==> src/rtl/snoop_msi_if.sv <==
// Snoop bus / CPU request bundle for the MSI line-array controller.
// master: environment side (drives snoops and CPU requests).
// slave : controller side (answers with flags and bus requests).
interface snoop_msi_if #(
    parameter int ADDR_W = 8
);
    logic              bus_valid;
    logic [1:0]        bus_op;
    logic [ADDR_W-1:0] bus_addr;
    logic              cpu_valid;
    logic              cpu_write;
    logic [ADDR_W-1:0] cpu_addr;
    logic              cpu_ready;
    logic              cpu_hit;
    logic              req_valid;
    logic [1:0]        req_op;
    logic [ADDR_W-1:0] req_addr;
    logic              snoop_wb;
    logic              victim_wb;
    logic [ADDR_W-1:0] victim_addr;
    logic              protocol_err;

    modport master (
        output bus_valid, bus_op, bus_addr, cpu_valid, cpu_write, cpu_addr,
        input  cpu_ready, cpu_hit, req_valid, req_op, req_addr,
               snoop_wb, victim_wb, victim_addr, protocol_err
    );

    modport slave (
        input  bus_valid, bus_op, bus_addr, cpu_valid, cpu_write, cpu_addr,
        output cpu_ready, cpu_hit, req_valid, req_op, req_addr,
               snoop_wb, victim_wb, victim_addr, protocol_err
    );
endinterface

==> src/rtl/snoop_msi_array.sv <==
// Snooping MSI controller for a direct-mapped cache of LINES lines.
// Holds per-line state and tag, answers bus snoops and turns CPU
// accesses into bus transactions / victim write-backs.
// Optional build macro SNOOP_STATS_EN adds saturating event counters.
module snoop_msi_array #(
    parameter int ADDR_W = 8,
    parameter int LINES  = 4
) (
    input  logic        clock,
    input  logic        reset,
    snoop_msi_if.slave  bus
`ifdef SNOOP_STATS_EN
    ,
    output logic [15:0] stat_snoop_wb,
    output logic [15:0] stat_victim_wb,
    output logic [15:0] stat_inval
`endif
);
    localparam int IDX_W = $clog2(LINES);
    localparam int TAG_W = ADDR_W - IDX_W;

    localparam logic [1:0] ST_INV = 2'b00;
    localparam logic [1:0] ST_EXC = 2'b01;
    localparam logic [1:0] ST_SHR = 2'b10;

    localparam logic [1:0] OP_RDM = 2'b00;
    localparam logic [1:0] OP_WRM = 2'b01;
    localparam logic [1:0] OP_INV = 2'b10;
    localparam logic [1:0] OP_NOP = 2'b11;

    logic [1:0]       st [LINES];
    logic [TAG_W-1:0] tg [LINES];

    logic              cpu_hit_q, req_valid_q, snoop_wb_q, victim_wb_q, perr_q;
    logic [1:0]        req_op_q;
    logic [ADDR_W-1:0] req_addr_q, victim_addr_q;

    logic [IDX_W-1:0] b_idx, c_idx;
    logic [TAG_W-1:0] b_tag, c_tag;
    logic             b_act, b_hit, c_go, c_hit;
    logic [1:0]       b_st, c_st;

    assign b_idx = bus.bus_addr[IDX_W-1:0];
    assign b_tag = bus.bus_addr[ADDR_W-1:IDX_W];
    assign c_idx = bus.cpu_addr[IDX_W-1:0];
    assign c_tag = bus.cpu_addr[ADDR_W-1:IDX_W];
    assign b_st  = st[b_idx];
    assign c_st  = st[c_idx];

    // A live snoop on the CPU's index blocks the CPU, hit or not.
    assign b_act = bus.bus_valid && (bus.bus_op != OP_NOP);
    assign b_hit = b_act && (b_st != ST_INV) && (tg[b_idx] == b_tag);
    assign c_hit = (c_st != ST_INV) && (tg[c_idx] == c_tag);
    assign bus.cpu_ready = !(b_act && (b_idx == c_idx));
    assign c_go  = bus.cpu_valid && bus.cpu_ready;

    assign bus.cpu_hit      = cpu_hit_q;
    assign bus.req_valid    = req_valid_q;
    assign bus.req_op       = req_op_q;
    assign bus.req_addr     = req_addr_q;
    assign bus.snoop_wb     = snoop_wb_q;
    assign bus.victim_wb    = victim_wb_q;
    assign bus.victim_addr  = victim_addr_q;
    assign bus.protocol_err = perr_q;

    // Line array update plus single-cycle response flags. Snoop and CPU
    // only act together on different indices, so their writes never collide.
    always_ff @(posedge clock) begin
        cpu_hit_q     <= 1'b0;
        req_valid_q   <= 1'b0;
        req_op_q      <= 2'b00;
        req_addr_q    <= '0;
        snoop_wb_q    <= 1'b0;
        victim_wb_q   <= 1'b0;
        victim_addr_q <= '0;
        perr_q        <= 1'b0;
        if (reset) begin
            for (int i = 0; i < LINES; i++) begin
                st[i] <= ST_INV;
                tg[i] <= '0;
            end
        end else begin
            if (b_hit) begin
                case (b_st)
                    ST_EXC: begin
                        case (bus.bus_op)
                            OP_RDM: begin st[b_idx] <= ST_SHR; snoop_wb_q <= 1'b1; end
                            OP_WRM: begin st[b_idx] <= ST_INV; snoop_wb_q <= 1'b1; end
                            default: begin st[b_idx] <= ST_INV; perr_q <= 1'b1; end
                        endcase
                    end
                    default: begin
                        if (bus.bus_op != OP_RDM) st[b_idx] <= ST_INV;
                    end
                endcase
            end
            if (c_go) begin
                if (c_hit) begin
                    cpu_hit_q <= 1'b1;
                    if (bus.cpu_write && c_st == ST_SHR) begin
                        st[c_idx]   <= ST_EXC;
                        req_valid_q <= 1'b1;
                        req_op_q    <= OP_INV;
                        req_addr_q  <= bus.cpu_addr;
                    end
                end else begin
                    tg[c_idx]   <= c_tag;
                    st[c_idx]   <= bus.cpu_write ? ST_EXC : ST_SHR;
                    req_valid_q <= 1'b1;
                    req_op_q    <= bus.cpu_write ? OP_WRM : OP_RDM;
                    req_addr_q  <= bus.cpu_addr;
                    if (c_st == ST_EXC) begin
                        victim_wb_q   <= 1'b1;
                        victim_addr_q <= {tg[c_idx], c_idx};
                    end
                end
            end
        end
    end

`ifdef SNOOP_STATS_EN
    logic ev_swb, ev_vwb, ev_inv;
    assign ev_swb = b_hit && (b_st == ST_EXC) && (bus.bus_op != OP_INV);
    assign ev_vwb = c_go && !c_hit && (c_st == ST_EXC);
    assign ev_inv = b_hit && (bus.bus_op != OP_RDM);

    // Saturating counters, advanced on the same edge that raises each pulse.
    always_ff @(posedge clock) begin
        if (reset) begin
            stat_snoop_wb  <= '0;
            stat_victim_wb <= '0;
            stat_inval     <= '0;
        end else begin
            if (ev_swb && stat_snoop_wb != 16'hFFFF) stat_snoop_wb <= stat_snoop_wb + 16'd1;
            if (ev_vwb && stat_victim_wb != 16'hFFFF) stat_victim_wb <= stat_victim_wb + 16'd1;
            if (ev_inv && stat_inval != 16'hFFFF) stat_inval <= stat_inval + 16'd1;
        end
    end
`endif
endmodule

==> src/flat_wrapper.sv <==
// flat-port wrapper written by rule: the top's interface ports become plain ports
module snoop_msi_array_flat 
#(
    parameter int ADDR_W = 8,
    parameter int LINES  = 4
)
  (clock, reset, bus_bus_valid, bus_bus_op, bus_bus_addr, bus_cpu_valid, bus_cpu_write, bus_cpu_addr, bus_cpu_ready, bus_cpu_hit, bus_req_valid, bus_req_op, bus_req_addr, bus_snoop_wb, bus_victim_wb, bus_victim_addr, bus_protocol_err);
  snoop_msi_if #(.ADDR_W(ADDR_W)) bus_i ();
  input  logic clock;
  input  logic reset;
  input wire logic [$bits(bus_i.bus_valid)-1:0] bus_bus_valid;
  input wire logic [$bits(bus_i.bus_op)-1:0] bus_bus_op;
  input wire logic [$bits(bus_i.bus_addr)-1:0] bus_bus_addr;
  input wire logic [$bits(bus_i.cpu_valid)-1:0] bus_cpu_valid;
  input wire logic [$bits(bus_i.cpu_write)-1:0] bus_cpu_write;
  input wire logic [$bits(bus_i.cpu_addr)-1:0] bus_cpu_addr;
  output wire logic [$bits(bus_i.cpu_ready)-1:0] bus_cpu_ready;
  output wire logic [$bits(bus_i.cpu_hit)-1:0] bus_cpu_hit;
  output wire logic [$bits(bus_i.req_valid)-1:0] bus_req_valid;
  output wire logic [$bits(bus_i.req_op)-1:0] bus_req_op;
  output wire logic [$bits(bus_i.req_addr)-1:0] bus_req_addr;
  output wire logic [$bits(bus_i.snoop_wb)-1:0] bus_snoop_wb;
  output wire logic [$bits(bus_i.victim_wb)-1:0] bus_victim_wb;
  output wire logic [$bits(bus_i.victim_addr)-1:0] bus_victim_addr;
  output wire logic [$bits(bus_i.protocol_err)-1:0] bus_protocol_err;
  assign bus_i.bus_valid = bus_bus_valid;
  assign bus_i.bus_op = bus_bus_op;
  assign bus_i.bus_addr = bus_bus_addr;
  assign bus_i.cpu_valid = bus_cpu_valid;
  assign bus_i.cpu_write = bus_cpu_write;
  assign bus_i.cpu_addr = bus_cpu_addr;
  assign bus_cpu_ready = bus_i.cpu_ready;
  assign bus_cpu_hit = bus_i.cpu_hit;
  assign bus_req_valid = bus_i.req_valid;
  assign bus_req_op = bus_i.req_op;
  assign bus_req_addr = bus_i.req_addr;
  assign bus_snoop_wb = bus_i.snoop_wb;
  assign bus_victim_wb = bus_i.victim_wb;
  assign bus_victim_addr = bus_i.victim_addr;
  assign bus_protocol_err = bus_i.protocol_err;
  snoop_msi_array #(.ADDR_W(ADDR_W), .LINES(LINES)) u_core (.clock(clock), .reset(reset), .bus(bus_i));
endmodule
==> config.mk <==
export PLATFORM = sky130hd
export DESIGN_NAME = snoop_msi_array_flat
export DESIGN_NICKNAME = d
export VERILOG_FILES = /design/src/rtl/snoop_msi_if.sv /design/src/rtl/snoop_msi_array.sv /design/src/flat_wrapper.sv
export SDC_FILE = /design/constraint.sdc
export NUM_CORES = 1
export LEC_CHECK = 0
export ABC_AREA = 1
export BUFFER_PORTS_ARGS = -buffer_cell sky130_fd_sc_hd__buf_2
export CAP_MARGIN = 20
export CORE_MARGIN = 10
export CORE_UTILIZATION = 55
export DETAILED_ROUTE_END_ITERATION = 8
export PLACE_DENSITY = 0.78
export SKIP_CTS_REPAIR_TIMING = 1
export SYNTH_ARGS = -nofsm -noshare
export SYNTH_HDL_FRONTEND = slang
export SYNTH_SLANG_ARGS = --single-unit
==> constraint.sdc <==
create_clock -name clock -period 2.5 [get_ports clock]
set_input_delay 0.5 -clock clock [delete_from_list [all_inputs] [get_ports clock]]
set_output_delay 0.5 -clock clock [all_outputs]
set_load 0.005 [all_outputs]
==> flow_metrics.py <==
metrics = {
    "layout": {
        "final_net_count": 435,
        "drive_above_1_share": 0.182,
        "mostFrequentLayoutCell": "sky130_fd_sc_hd__nand2_1",
        "insertedDiodeCount": 0,
        "flow.area_growth_from_synthesis_pct": 13.7,
        "nFillCells": 467,
        "final_standard_cell_count_with_taps_included_and_fillers_excluded": 483,
        "layout_common_cells": "139 x sky130_fd_sc_hd__nand2_1, 53 x sky130_fd_sc_hd__nor2_1, 46 x sky130_fd_sc_hd__buf_2",
    },
    "grt": {
        "antenna_found_initial": 0,
        "first_global_vias": 2477,
        "grt_use_total": 0.180,
        "gr-total-overflow": 0,
        "grt_pass1_wl_mm": 12.1,
        "grt_start_max_net_pins": 20,
    },
    "floorplan": {
        "chipWidth_um": 91.6,
        "floorplan.initialDensity": 0.559,
        "fp.coreArea_mm2": 0.00504,
        "die_height_um": 91.6,
        "pin_count": 47,
        "die_area_mm2": 0.00839,
        "rows": 26,
    },
    "synth": {
        "synth-warning-count": 0,
        "syn-cell-area_mm2": 0.00282,
        "synth.yosys.seq_area_share": 0.504,
        "synth.net_count": 387,
        "synth.avg_cell_area_um2": 7.75,
        "netlist-cell-type-count": 26,
        "post_synth_inst_count": 364,
        "yosys_register_bits": 55,
    },
    "critical_path": {
        "startpoint_type": "input port",
        "critical_path.cell_chain": "buf_2, inv_2, nor2_1, nand2_1, nand2_1, nor2_1, nand2_1, nand3_1, nor2_1, nand2_2, nand3_2, nand2_1",
        "cpPeakStageDelay_ns": 0.28,
        "crit_type": "in -> reg",
        "crit_path_top_delay_cell": "sky130_fd_sc_hd__nor2_1",
        "timing.critical_path.mode_cell": "sky130_fd_sc_hd__nand2_1",
        "timing.critical_path.to_type": "flip-flop",
        "critical_path_required_ns": 2.52,
        "cp_max_fo": 11,
        "crit_arrival_ns": 2.22,
    },
    "sta": {
        "min_period_ns": 2.20,
        "fmax_mhz": 455,
        "timing.final.ws_setup_ns": 0.301,
        "timing_max_transition_violations_final": 0,
        "timing.clock.skew_ns": 0.00681,
        "timing.slew.headroom": 0.726,
        "holdWs_ns": 0.390,
        "tightest_slew_ns": 0.407,
        "min_period_over_period": 0.880,
        "timing_hold_violations_final": 0,
        "rsz0062_at_grt": "no",
        "final_setup_violation_count": 0,
    },
    "pwr": {
        "power.ir.vdd_worst_uv": 457,
        "pwr_per_cell_area_mw_per_mm2": 575,
        "leakagePower_nw": 1.58,
    },
    "place": {
        "place.port_buffers": 46,
        "routability_cong": 0.891,
        "place_hpwl_mm": 5.91,
        "post-place-cells": 475,
        "preCtsSetupSlack_ns": -0.00937,
    },
    "route": {
        "number_of_vias_per_cell_after_detailed_routing": 5.32,
        "drtIter0Drc": 279,
        "postRouteWirelength_mm": 7.51,
        "post_detailed_route_wirelength_per_cell_um": 15.5,
        "ant_nets": 0,
        "detail_route.drc_violations": 0,
        "vias": 2568,
        "drtPass1Iterations": 4,
    },
    "clocking": {
        "cts_made_buffers": 5,
        "cts.htree.levels": 2,
        "clockRootBuffer": "sky130_fd_sc_hd__clkbuf_8",
        "clk-insertion-delay-late_ns": 0.32,
        "worst_setup_hold_path_clk_slew_ns": 0.09,
        "ctsLongestPathBuffers": 2,
        "cts_sinks": 55,
        "tritoncts_clock_tree": "yes",
    },
    "outcome": {
        "outcome": "finished clean",
    },
    "min_path": {
        "holdCritPathClass": "in -> reg",
    },
    "job": {
        "cap_viol_max_count": 0,
    },
}
[power by group]
part	switching (W)	internal (W)
Sequential	0.0000232	0.000995
Combinational	0.000168	0.0000814
Clock	0.000288	0.000289
Total	0.000478	0.00137
[worst max-delay path: cells and delay by family]
kind          cells  cell delay [ns]
buf+inv           2             0.39
simple gates     10             1.32
[stage by stage]
step | instance area [um2] | util | setup TNS, ns | total power [W]
floorplan | 2820 | - | 0 | 0.00120
global placement | 3090 | 0.613 | 0 | 0.00128
detailed placement | 3090 | 0.613 | -0.0559 | 0.00128
CTS | 3210 | 0.636 | 0 | 0.00184
global route | 3210 | 0.636 | 0 | 0.00191
finish | 3210 | 0.636 | 0 | 0.00184
[cell type report]
| type | instances | area [um2] | area share |
|---|---|---|---|
| Inverter | 25 | 98.8 | 0.0308 |
| Tap cell | 70 | 87.6 | 0.0273 |
| Timing Repair Buffer | 52 | 275 | 0.0858 |
| Clock inverter | 1 | 8.76 | 0.00273 |
| Multi-Input combinational cell | 273 | 1210 | 0.377 |
| Sequential cell | 55 | 1420 | 0.443 |
| Clock buffer | 7 | 108 | 0.0336 |
[cell usage after synthesis]
cell type / n / area (um2)
sky130_fd_sc_hd__nand3_2: 3 / 30.0
sky130_fd_sc_hd__nand2_2: 4 / 25.0
sky130_fd_sc_hd__nor2_1: 53 / 199
sky130_fd_sc_hd__a21oi_1: 7 / 35.0
sky130_fd_sc_hd__xor2_1: 1 / 8.76
sky130_fd_sc_hd__clkinv_1: 1 / 3.75
sky130_fd_sc_hd__o21ai_0: 5 / 25.0
sky130_fd_sc_hd__xnor2_1: 2 / 17.5
sky130_fd_sc_hd__nand3_4: 1 / 17.5
sky130_fd_sc_hd__buf_6: 4 / 45.0
sky130_fd_sc_hd__nor2_2: 2 / 12.5
sky130_fd_sc_hd__o211ai_1: 1 / 7.51
sky130_fd_sc_hd__nor2_4: 2 / 22.5
sky130_fd_sc_hd__nand4_1: 8 / 50.1
sky130_fd_sc_hd__nor3_1: 2 / 10.0
sky130_fd_sc_hd__buf_2: 2 / 10.0
sky130_fd_sc_hd__inv_4: 2 / 12.5
sky130_fd_sc_hd__inv_1: 21 / 78.8
sky130_fd_sc_hd__buf_4: 5 / 37.5
sky130_fd_sc_hd__inv_2: 1 / 3.75
sky130_fd_sc_hd__edfxtp_1: 32 / 961
sky130_fd_sc_hd__nand2_1: 139 / 522
sky130_fd_sc_hd__nand3_1: 39 / 195
sky130_fd_sc_hd__nand3b_1: 3 / 22.5
sky130_fd_sc_hd__a21boi_0: 1 / 7.51
sky130_fd_sc_hd__dfxtp_1: 23 / 460
[final timing paths]
path / start / to / slack, ns / cells past startpoint
setup / recovery: bus_cpu_addr[1] / u_core.tg[1][0] / 0.30 / 12
hold / removal: bus_bus_op[1] / u_core.bus.snoop_wb / 0.39 / 2
setup reg to reg: u_core.tg[2][5] / u_core.tg[1][0] / 0.54 / 11
hold reg to reg: u_core.tg[2][4] / u_core.bus.victim_addr[6] / 0.76 / 4
[flip-flops by register name (all words and copies together) (netlist names)]
name	flops
u_core.bus.cpu_hit	1
u_core.bus.req_op	2
u_core.bus.protocol_err	1
u_core.bus.req_valid	1
u_core.bus.req_addr	8
u_core.st	8
u_core.bus.snoop_wb	1
u_core.bus.victim_addr	8
u_core.bus.victim_wb	1
u_core.tg	24
[metal layers]
layer | vias to the layer above | global-route usage | wire [um]
li1 | 1268 | - | -
met1 | 1149 | 0.229 | 3210
met2 | 134 | 0.271 | 3280
met3 | 17 | 0.0543 | 812
met4 | 0 | 0.0836 | 206
met5 | - | 0 | 0
[logic make-up after synthesis]
family,share of synthesized area
AOI/OAI and AO/OA,0.0266
xor gates and xnor gates,0.00932
buffers and inverters,0.0679
DFF,0.504
and+or+nand+nor,0.392
No activity file was read; power rests on OpenSTA's default activity.
